## src/rtl/sw_driver_pkg.sv

```systemverilog
// sw_driver_pkg: shared FSM state type and SW bus bit positions for the picoMIPS switch driver.
package sw_driver_pkg;
    typedef enum logic [2:0] {
        IDLE,
        CPU_RST,
        PRESENT,
        STROBE_HI,
        STROBE_LO,
        WAIT_RES,
        CAPTURE
    } state_t;
    localparam int SW_NRESET = 9;
    localparam int SW_STROBE = 8;
endpackage

```

## src/rtl/sw_fifo.sv

```systemverilog
// sw_fifo: circular operand buffer with an occupancy count.
// Ports: clk, Reset (sync, active-high), push/wdata (write), pop (read),
// rdata (combinational head), full, empty.
module sw_fifo #(
    parameter int n     = 8,
    parameter int DEPTH = 4
) (
    input  logic         clk,
    input  logic         Reset,
    input  logic         push,
    input  logic         pop,
    input  logic [n-1:0] wdata,
    output logic [n-1:0] rdata,
    output logic         full,
    output logic         empty
);
    localparam int AW = $clog2(DEPTH);
    logic [n-1:0]  mem [DEPTH];
    logic [AW-1:0] rp, wp;
    logic [AW:0]   cnt;
    logic          do_push, do_pop;
    assign full    = cnt == (AW+1)'(DEPTH);
    assign empty   = cnt == '0;
    assign do_pop  = pop && !empty;
    // a pop in the same cycle frees the slot, so a push while full still lands
    assign do_push = push && (!full || do_pop);
    assign rdata   = mem[rp];
    always_ff @(posedge clk) begin
        if (Reset) begin
            rp  <= '0;
            wp  <= '0;
            cnt <= '0;
        end else begin
            if (do_push) begin
                mem[wp] <= wdata;
                wp      <= wp + AW'(1);
            end
            if (do_pop) rp <= rp + AW'(1);
            cnt <= cnt + (AW+1)'(do_push) - (AW+1)'(do_pop);
        end
    end
endmodule

```

## src/rtl/sw_stimulus_driver.sv

```systemverilog
// sw_stimulus_driver: buffers operands, resets the picoMIPS, strobes each operand onto SW and captures LED.
// Ports: clk, Reset (sync, active-high); wr_en/wr_data/full (operand FIFO);
// start/busy (run control); SW[9]=nReset, SW[8]=strobe, SW[n-1:0]=operand;
// LED (CPU result in); result/result_valid (captured LED, one-cycle pulse).
module sw_stimulus_driver
    import sw_driver_pkg::*;
#(
    parameter int n           = 8,
    parameter int DEPTH       = 4,
    parameter int RST_CYCLES  = 4,
    parameter int HOLD        = 4,
    parameter int GAP         = 4,
    parameter int RESULT_WAIT = 16
) (
    input  logic         clk,
    input  logic         Reset,
    input  logic         wr_en,
    input  logic [n-1:0] wr_data,
    output logic         full,
    input  logic         start,
    output logic         busy,
    output logic [9:0]   SW,
    input  logic [n-1:0] LED,
    output logic [n-1:0] result,
    output logic         result_valid
);
    localparam int M1   = RST_CYCLES > HOLD ? RST_CYCLES : HOLD;
    localparam int M2   = GAP > RESULT_WAIT ? GAP : RESULT_WAIT;
    localparam int MAXC = M1 > M2 ? M1 : M2;
    localparam int CW   = MAXC > 1 ? $clog2(MAXC) : 1;

    state_t        st, nxt;
    logic [CW-1:0] cnt, cnt_d, load;
    logic          cnt_z, empty;
    logic [n-1:0]  head;
    logic [9:0]    sw_d;

    sw_fifo #(.n(n), .DEPTH(DEPTH)) u_fifo (
        .clk  (clk),
        .Reset(Reset),
        .push (wr_en),
        .pop  (st == PRESENT),
        .wdata(wr_data),
        .rdata(head),
        .full (full),
        .empty(empty)
    );

    assign cnt_z = cnt == '0;

    always_comb begin
        nxt = st;
        case (st)
            IDLE:               nxt = start ? CPU_RST : IDLE;
            CPU_RST, STROBE_LO: if (cnt_z) nxt = empty ? WAIT_RES : PRESENT;
            PRESENT:            nxt = STROBE_HI;
            STROBE_HI:          if (cnt_z) nxt = STROBE_LO;
            WAIT_RES:           if (cnt_z) nxt = CAPTURE;
            CAPTURE:            nxt = IDLE;
            default:            nxt = IDLE;
        endcase
    end

    // registered outputs are computed from the next state so they line up with the state register
    always_comb begin
        load  = nxt == CPU_RST   ? CW'(RST_CYCLES - 1) :
                nxt == STROBE_HI ? CW'(HOLD - 1) :
                nxt == STROBE_LO ? CW'(GAP - 1) :
                nxt == WAIT_RES  ? CW'(RESULT_WAIT - 1) : '0;
        cnt_d = nxt != st ? load : cnt_z ? cnt : cnt - CW'(1);
        sw_d  = '0;
        sw_d[SW_NRESET] = nxt != CPU_RST;
        sw_d[SW_STROBE] = nxt == STROBE_HI;
        // head is latched on entry to PRESENT; the pop itself happens during PRESENT
        sw_d[n-1:0]     = (nxt == IDLE || nxt == CPU_RST) ? '0 :
                          nxt == PRESENT ? head : SW[n-1:0];
    end

    always_ff @(posedge clk) begin
        if (Reset) begin
            st           <= IDLE;
            cnt          <= '0;
            SW           <= '0;
            busy         <= 1'b0;
            result       <= '0;
            result_valid <= 1'b0;
        end else begin
            st           <= nxt;
            cnt          <= cnt_d;
            SW           <= sw_d;
            busy         <= nxt != IDLE;
            result_valid <= nxt == CAPTURE;
            if (nxt == CAPTURE) result <= LED;
        end
    end
endmodule

```

## config.mk

```make
export PLATFORM = sky130hd
export DESIGN_NAME = sw_stimulus_driver
export DESIGN_NICKNAME = d
export VERILOG_FILES = /design/src/rtl/sw_driver_pkg.sv /design/src/rtl/sw_fifo.sv /design/src/rtl/sw_stimulus_driver.sv
export SDC_FILE = /design/constraint.sdc
export NUM_CORES = 1
export LEC_CHECK = 0
export CAP_MARGIN = 20
export CORE_MARGIN = 4
export CORE_UTILIZATION = 54
export DETAILED_ROUTE_END_ITERATION = 10
export PLACE_DENSITY_LB_ADDON = 0.2
export SYNTH_ARGS = -nofsm -noshare
export SYNTH_HDL_FRONTEND = slang
export SYNTH_HIERARCHICAL = 1
export SYNTH_SLANG_ARGS = --single-unit
```

## constraint.sdc

```tcl
create_clock -name clk -period 3.55 [get_ports clk]
set_clock_uncertainty 0.15 [all_clocks]
set_input_delay 0.71 -clock clk [delete_from_list [all_inputs] [get_ports clk]]
set_output_delay 0.71 -clock clk [all_outputs]
set_load 0.02 [all_outputs]
```

==> metrics <==
1st-iter DRT viols=87; Leak=1.35 nW; library cell occupying the most area in the post-synthesis netlist=edfxtp_1; number of synthesis warnings=6; number of diodes=0; count of endpoints failing hold in the final timing report=0; final-stage net count=297; number of violations of the max-capacitance limit=0; Worst path slowest cell=clkdlybuf4s50_1; startpoint class of the critical path=register; Bufs and invs on worst path=2; family with the most delay on the worst path=buffers and inverters; kind of path behind the tightest hold check=register to register; unrepaired setup endpoints after global routing=no; worst path cell trace=or3b_1, inv_1, clkdlybuf4s50_1; count of different cell masters after synthesis=44; beginning of the worst hold path=result[0]; final count of negative-setup-slack endpoints=0; Sum Neg Setup Slack=0 ns; antenna violations before repair=0; total number of vias=1815; # placed instances=between 300 and 400; clock tree from TritonCTS=yes; crit path max fanout=5; Die Outline Area=6470 sq um; flip-flop and latch count after synthesis=between 60 and 70; horizontal die dimension=between 80 and 90 um; Detailed Route WL=4950 um; outcome=finished, final reports clean; utilization after layout=0.685; global route overflow=0; buffers inserted by post-CTS timing repair=0; Post-Syn Nets=between 200 and 300; fill cell count=~420; Crit path largest cell delay=0.60 ns; largest net degree at the start of global routing=21; ratio of cells with drive above 1 in the final layout=0.135; chip height=between 80 and 90 um; Routed WL per cell=around 14 um; largest cells by area after synthesis=edfxtp_1, dfxtp_1, mux2i_1; Max-slew headroom=0.570; core area=5110 sq um; detailed-placement wirelength estimate=between 3000 and 4000 um; Syn Std Cell Area=around 2800 sq um; max-slew violations=0; part of the Yosys area used for sequential elements=0.593; signed area change from the synthesized netlist to the final layout=23.4%; time the worst path needs with I/O delays and setup=~2.7 ns; clock root buffer master=clkbuf_8; Worst Max-Slew Pin Slew=0.640 ns; number of I/O pins=41; startpoint of the worst-slack reg-to-reg timing path=st[1]; nature of the critical path endpoint=output port; Post-Syn Instances=between 200 and 250; top-area cell type share of the netlist area=0.339; FFs w/ async S/R, synth=0; Clock Pin Slew Worst Setup and Hold Paths=roughly 0.080 ns; later-pin clock latency in the skew report=0.34 ns; final estimated routing congestion in global placement=around 0.76; Routed Antenna Nets=0; CTS Buf Count=9; worst ir drop on vdd=between 0.3 and 0.4 mV; total iterations of the first detailed-routing run=4; total DRC errors in the routed layout=0; count of input and output buffers=40; detailed-route vias per instance=5.26; number of gates resized after CTS=0; Final Instance Count excl. Fillers=345; number of global-route vias before repair=1694; overall fraction of global-route tracks in use=0.168; Clock H-tree levels=3; clock buffer depth=2; data arrival time of the critical path=~1.8 ns; wire length of the first global-routing pass=8010 um; crit path from=u_fifo/cnt[2]; Peak Freq=~0.37 GHz; Initial Utilization=0.555; post-synthesis average cell area=between 10 and 15 sq um; Required @ worst endpoint=around 2.7 ns; crit path kind=register to output port; areal power density over the cells=~640 nW/um^2; TritonCTS sink count=between 60 and 70; Post-synth EDFFs=32; hold bufs inserted after CTS=0; Period Utilization, post-route=0.759; most frequently used flop master after synthesis=dfxtp_1; number of rows in the core area=26
-- power by group --
part	switching, mW	internal (mW)
registers	0.0854	0.916
logic	0.360	0.315
clock network	0.302	0.256
-- worst paths after layout --
path / endpoint / slack, ns / cells after the start
worst max-delay path: full / 0.86 / 3
worst min-delay path: result[0] / 0.35 / 2
worst max register to register: u_fifo/cnt[2] / 0.87 / 8
worst min register to register: result[0] / 0.35 / 2
-- per-layer routing --
metal / up-vias / track usage / wire length [um]
li1: 910 / - / -
met3: 11 / 0.0415 / 249
met5: - / 0 / 0
met2: 39 / 0.249 / 2260
met1: 855 / 0.218 / 2330
met4: 0 / 0.106 / 108
-- worst register-to-register path, delay by kind of cell (launching register included) --
family	cells	cell delay, ns
AO/OA/AOI/OAI	1	0.22
flip-flops	1	0.61
AND/OR/NAND/NOR	2	0.50
XOR/XNOR	2	0.33
adder cells (fa/ha/maj)	2	0.59
multiplexers	1	0.16
-- logic make-up after synthesis --
group	count (synthesis)	share of synthesized area
simple gates	66	0.122
fa+ha+maj	7	0.0336
buf+inv	20	0.0287
flops	68	0.593
xor+xnor	7	0.0216
compound gates	28	0.0645
mux	28	0.136
-- cell type report --
cell class                      count  area, sq um  share of cell area
Clock buffer                        9          124              0.0354
Tap cell                           70         87.6              0.0250
Timing Repair Buffer               47          453               0.129
Inverter                            8         30.0             0.00858
Sequential cell                    68         1680               0.481
Clock inverter                      7         51.3              0.0147
Multi-Input combinational cell    136         1070               0.306
-- cell usage after synthesis (all sizes together) (2+ instances only) --
library cell / instances
o21ai: 8
buf: 6
nor3: 6
clkbuf: 6
mux2i: 18
nor2b: 2
nand2b: 4
inv: 8
nor3b: 6
mux2: 2
a21oi: 8
xor2: 3
nor2: 30
o31ai: 2
o21a: 2
edfxtp: 32
nand2: 6
ha: 6
mux4: 8
xnor2: 4
or3b: 2
o22ai: 2
dfxtp: 36
-- sequential cells by signal, indices dropped and copies added, names as in the netlist, 2 cells and up, named ones only --
signal	count
SW	10
cnt	4
result	8
st	3
u_fifo/cnt	3
u_fifo/mem	32
u_fifo/rp	2
u_fifo/wp	2
-- metrics by stage --
| stage | hold WS [ns] | area, sq um | setup slack (ns) | power, mW |
|---|---|---|---|---|
| final | 0.345 | 3500 | 0.855 | 2.23 |
| after global routing | 0.381 | 3500 | 0.687 | 2.38 |
| after CTS | 0.352 | 3500 | 0.845 | 2.26 |
| after detailed placement | 0.334 | 3320 | 0.795 | 1.69 |
| after global placement | 0.324 | 3320 | 0.859 | 1.68 |
| after floorplan | 0.331 | 2830 | 1.04 | 1.51 |
-- cells in the final DEF (no fill, tap or decap), drive strengths merged, types with 2 or more instances in the layout --
| cell | n |
|---|---|
| mux2 | 2 |
| buf | 7 |
| a21oi | 8 |
| xor2 | 3 |
| nand2 | 6 |
| edfxtp | 32 |
| clkbuf | 9 |
| dfxtp | 36 |
| nor3 | 6 |
| nor3b | 6 |
| nor2 | 30 |
| o21ai | 8 |
| ha | 6 |
| o21a | 2 |
| clkinvlp | 3 |
| or3b | 2 |
| o22ai | 2 |
| o31ai | 2 |
| clkdlybuf4s50 | 40 |
| nand2b | 4 |
| nor2b | 2 |
| inv | 10 |
| mux2i | 18 |
| xnor2 | 4 |
| clkinv | 2 |
| mux4 | 8 |
Power figures use the tool's default switching activity.
==> patch 1 (same settings) <==
Change the parameter `RST_CYCLES` from 4 to 8.
--- a/src/rtl/sw_stimulus_driver.sv
+++ b/src/rtl/sw_stimulus_driver.sv
@@ -7,7 +7,7 @@
 #(
     parameter int n           = 8,
     parameter int DEPTH       = 4,
-    parameter int RST_CYCLES  = 4,
+    parameter int RST_CYCLES  = 8,
     parameter int HOLD        = 4,
     parameter int GAP         = 4,
     parameter int RESULT_WAIT = 16
Behaviour: not the same (Yosys sat finds a counterexample within 10 cycles, from zero or initial values and one cycle with Reset high).
==> patch 1 against the unedited design <==
Die area about the same. Total power is 0.84% lower. Wire length rose by 2.4%. Global-route usage increased by 1.2 points. Synthesized area is essentially flat. Final area decreased by 0.21%. Setup slack lost 0.0027 ns. Sequential cell count unchanged. Highest routed layer unchanged.
==> patch 1: results (changes against the unedited design) <==
stage;metric;value;unit;change
outcome;status;completed;;
synth;Post-Syn Nets;245;;-2.4%
place;DP HPWL;3480;um;about the same
pwr;Switch Pwr;0.000706;W;-5.5%
hold_path;hold crit path type;flip-flop to flip-flop;;
detailed_routing;wirelength, routed;5070;um;+2.4%
global_route;vias in the first global route;1799;;+6.2%
setup_path;critical path peak fanout;5;;unchanged
synth;cell count after synthesis;218;;-2.7%
synth;Synth cell types;47;;+6.8%
global_route;global-route wire length before repair;8560;um;+6.8%
detailed_routing;DRT iter0 DRCs;132;;+52%
global_route;initial antenna violation count;0;;unchanged
cts;H-tree depth;3;;unchanged
global_route;GRT Overall Usage;0.180;;+0.0124
place;pre-CTS setup slack;0.821;ns;+0.0260 ns
detailed_routing;vias per cell;5.21;;-0.98%
place;Placed Cells;323;;-1.8%
pwr;Peak VDD IR;0.357;mV;+9.4%
sta;worst-margin pin slew;0.781;ns;+0.142 ns
synth;post-synthesis sequential area ratio;0.593;;about the same
cells_and_area;nets;291;;-2.0%
sta;fmax;371;MHz;about the same
synth;Post-synth top cells;dfxtp_1 (36), edfxtp_1 (32), nor2_1 (28), mux2i_1 (18), inv_1 (10);;
synth;top cells by area, synth;edfxtp_1 (34%), dfxtp_1 (25%), mux2i_1 (6.4%);;
global_route;largest net degree at the start of global routing;18;;-14%
hold_path;hold wc startpoint;SW[1]$_SDFFE_PP0N_;;
cells_and_area;Post-Layout Cell Count;339;;-1.7%
cells_and_area;proportion of layout cells with a drive suffix above 1;0.126;;-0.00815
## patch 1: path summary, 6_finish.rpt
check	endpoint	slack (ns)	cells after the start
worst max-delay path	full	0.85	3
worst min-delay path	SW[1]$_SDFFE_PP0N_	0.35	2
worst max register to register	u_fifo/cnt[2]$_SDFF_PP0_	0.87	9
worst min register to register	SW[1]$_SDFFE_PP0N_	0.35	2
## patch 1: layout make-up
| class | instances | area, um^2 |
|---|---|---|
| Sequential cell | 68 | 1680 |
| Fill cell | 397 | 1620 |
| Multi-Input combinational cell | 130 | 1050 |
| Timing Repair Buffer | 45 | 438 |
| Clock buffer | 9 | 124 |
| Tap cell | 70 | 87.6 |
| Clock inverter | 7 | 67.6 |
| Inverter | 10 | 37.5 |
## patch 1: metrics by stage
step	hold slack (ns)	utilization	instance area (um^2)
2_1_floorplan	0.331	-	2840
3_3_place_gp	0.322	0.646	3300
3_5_place_dp	0.332	0.646	3300
4_1_cts	0.353	0.683	3490
5_1_grt	0.394	0.683	3490
6_report	0.346	0.683	3490
## patch 1: routing by layer
metal	wire (um)	vias to the layer above	global-route usage
li1	-	881	-
met1	2320	844	0.235
met2	2440	39	0.268
met3	274	2	0.0673
met4	34	0	0.0760
met5	0	-	0
## patch 1: cells by family (layout without fill, tap and decap cells)
| logic type | count (synthesis) | in the layout | share of synthesized area |
|---|---|---|---|
| AO/OA/AOI/OAI | 29 | 29 | 0.0684 |
| AND/OR/NAND/NOR | 58 | 58 | 0.109 |
| buffers and inverters | 20 | 71 | 0.0349 |
| XOR/XNOR | 8 | 8 | 0.0247 |
| flip-flops | 68 | 68 | 0.593 |
| adder cells (fa/ha/maj) | 8 | 8 | 0.0371 |
| multiplexers | 27 | 27 | 0.132 |
## patch 1: worst min-delay path, delay by kind of cell (launching register included)
kind | cells | cell delay (ns)
muxes | 1 | 0.07
and+or+nand+nor | 1 | 0.07
DFF | 1 | 0.33
## patch 1: power by group through the flow
| stage | combinational [W] | sequential [W] | clock (W) |
|---|---|---|---|
| after CTS | 0.000611 | 0.00100 | 0.000623 |
| after detailed placement | 0.000603 | 0.00102 | 0 |
| after global routing | 0.000682 | 0.00102 | 0.000666 |
| after floorplan | 0.000494 | 0.000992 | 0 |
| after global placement | 0.000596 | 0.00102 | 0 |
| final | 0.000607 | 0.00100 | 0.000605 |
==> patch 2 (config.mk and constraints unchanged) <==
Made on the original files. Re-encode `state_t` (7 states) as one-hot, 7 bits wide.
--- a/src/rtl/sw_driver_pkg.sv
+++ b/src/rtl/sw_driver_pkg.sv
@@ -1,13 +1,13 @@
 // sw_driver_pkg: shared FSM state type and SW bus bit positions for the picoMIPS switch driver.
 package sw_driver_pkg;
-    typedef enum logic [2:0] {
-        IDLE,
-        CPU_RST,
-        PRESENT,
-        STROBE_HI,
-        STROBE_LO,
-        WAIT_RES,
-        CAPTURE
+    typedef enum logic [6:0] {
+        IDLE      = 7'b0000001,
+        CPU_RST   = 7'b0000010,
+        PRESENT   = 7'b0000100,
+        STROBE_HI = 7'b0001000,
+        STROBE_LO = 7'b0010000,
+        WAIT_RES  = 7'b0100000,
+        CAPTURE   = 7'b1000000
     } state_t;
     localparam int SW_NRESET = 9;
     localparam int SW_STROBE = 8;
Function: same outputs for any inputs over 10 cycles, from zero or initial values and one cycle with Reset high; not proved beyond that.
==> patch 2 against the unedited design <==
Sequential cell count is 4 higher. Setup slack worse by 0.31 ns. Wire length is 7.7% higher. Cell count is 2.6% higher. Synthesized area is 7.2% higher. Final area is 4.6% higher. Utilization is 1.6 points lower.
Power is not compared: it rests on default switching activity, and its combinational part moved more than twofold at a synthesized area within 25%.
==> patch 2: results (changes against the unedited design) <==
stage;metric;value;unit;change
cts;clock latency on the worst-skew pair;0.33;ns;
hold_path;hold wc startpoint;SW[7]$_SDFFE_PP0N_;;
sta;Slew headroom;0.507;;-0.0629
synth;Mean Syn Cell Area;13.2;um^2;+3.9%
cells_and_area;proportion of layout cells with a drive suffix above 1;0.149;;+0.0144
place;pre-CTS setup slack;0.563;ns;-0.232 ns
setup_path;critical path peak fanout;10;;+5
sta;Worst Hold Slack;0.350;ns;+0.00480 ns
setup_path;CP delay by family, top;simple AND/OR/NAND/NOR gates;;
global_route;initial antenna violation count;0;;unchanged
synth;post-synthesis sequential area ratio;0.580;;-0.0135
place;DP HPWL;3770;um;+8.5%
setup_path;Worst Reg2Reg Path Length in Cells;10;;+2
synth;post-synthesis mux area share;0.124;;-0.0129
detailed_routing;DRT iter0 DRCs;176;;+100%
synth;XOR/XNOR Fraction of Synth Area;0.0288;;+0.00720
cts;CTS Buf Count;9;;unchanged
pwr;Comb pwr share;0.169;;
cells_and_area;Post-Layout Cell Count;354;;+2.6%
setup_path;reg-to-reg endpoint;u_fifo/cnt[2]$_SDFF_PP0_;;
setup_path;R2R Setup Slk;0.55;ns;-0.32 ns
synth;Synth Area in Compound Gates;0.0696;;+0.00515
setup_path;crit path DAT;3.07;ns;+1.24 ns
cells_and_area;Area Overhead vs Synth;20.4;%;
place;Placed Cells;338;;+2.7%
pwr;Switch Pwr;0.000485;W;
synth;Post-Synth Adder-Cell Area;0.0313;;-0.00225
synth;Post-Syn Nets;258;;+2.8%
hold_path;Hold EP;SW[7]$_SDFFE_PP0N_;;
global_route;largest net degree at the start of global routing;19;;-9.5%
hold_path;hold-critical path depth;2;;unchanged
global_route;GRT Overall Usage;0.170;;+0.00241
place;placement-stage cell area;0.00349;mm^2;+5.1%
cells_and_area;FILL cells;416;;-0.24%
setup_path;combined buffer and inverter count along the critical path;1;;-1
synth;top cells by area, synth;edfxtp_1 (32%), dfxtp_1 (26%), mux2i_1 (5.9%);;
setup_path;Worst R2R Start;st[4]$_SDFF_PP0_;;
place;routability cong.;0.764;;+1.2%
synth;Post-synth top cells;dfxtp_1 (40), edfxtp_1 (32), nor2_1 (30), mux2i_1 (18), a21oi_1 (11);;
synth;Synth cell types;55;;+25%
setup_path;Crit Path Class;flip-flop to flip-flop;;
detailed_routing;wirelength, routed;5330;um;+7.7%
detailed_routing;detailed-route via count;1913;;+5.4%
setup_path;Critical-path top delay cell;or4_4;;
outcome;status;completed;;
setup_path;delay of the slowest critical-path stage;0.57;ns;-0.03 ns
pwr;Peak VDD IR;0.293;mV;
cells_and_area;nets;304;;+2.4%
global_route;global-route wire length before repair;9210;um;+15%
-- patch 2: cell types whose count changed in the layout (fill, tap and decap cells not counted), moves of 2 or more --
cell,change
nor3_1,-3
clkbuf_1,+2
nand2_1,+2
inv_6,-2
nand2b_1,-2
a21oi_1,+3
xor2_1,+3
nor4b_1,+2
dfxtp_1,+4
o21ai_0,-4
o22ai_1,-2
-- patch 2: cells by family (layout without fill, tap and decap cells) --
family                     count (synthesis)  count (layout)
muxes                                     27              27
and+or+nand+nor                           68              68
xor gates and xnor gates                  10              10
AOI/OAI and AO/OA                         28              28
DFF                                       72              72
buffers and inverters                     19              70
adders and majority gates                  7               7
-- patch 2: tightest hold or removal path, delay by kind of cell, from the launching register on --
kind,cells,cell delay [ns]
flops,1,0.33
mux,1,0.07
simple gates,1,0.07
-- patch 2: layout make-up --
class	count	share of cell area
multi-input combinational	140	0.319
timing repair buffer	46	0.122
clock inverter	5	0.00923
clock buffer	11	0.0359
inverter	8	0.00821
tap	72	0.0246
sequential	72	0.482
-- patch 2: worst max path at each step --
| stage | to | slack [ns] | depth (start not counted) |
|---|---|---|---|
| after floorplan | u_fifo/cnt[2]$_SDFF_PP0_ | 0.49 | 9 |
| after global placement | u_fifo/cnt[2]$_SDFF_PP0_ | 0.66 | 10 |
| after detailed placement | u_fifo/cnt[2]$_SDFF_PP0_ | 0.56 | 10 |
| after CTS | u_fifo/cnt[2]$_SDFF_PP0_ | 0.54 | 10 |
| after global routing | u_fifo/cnt[2]$_SDFF_PP0_ | 0.38 | 10 |
| final | u_fifo/cnt[2]$_SDFF_PP0_ | 0.55 | 10 |
-- patch 2: per-layer routing --
layer,wire length (um),up-vias,track usage
li1,-,935,-
met1,2390,920,0.232
met2,2580,42,0.257
met3,200,16,0.0317
met4,165,0,0.0936
met5,0,-,0
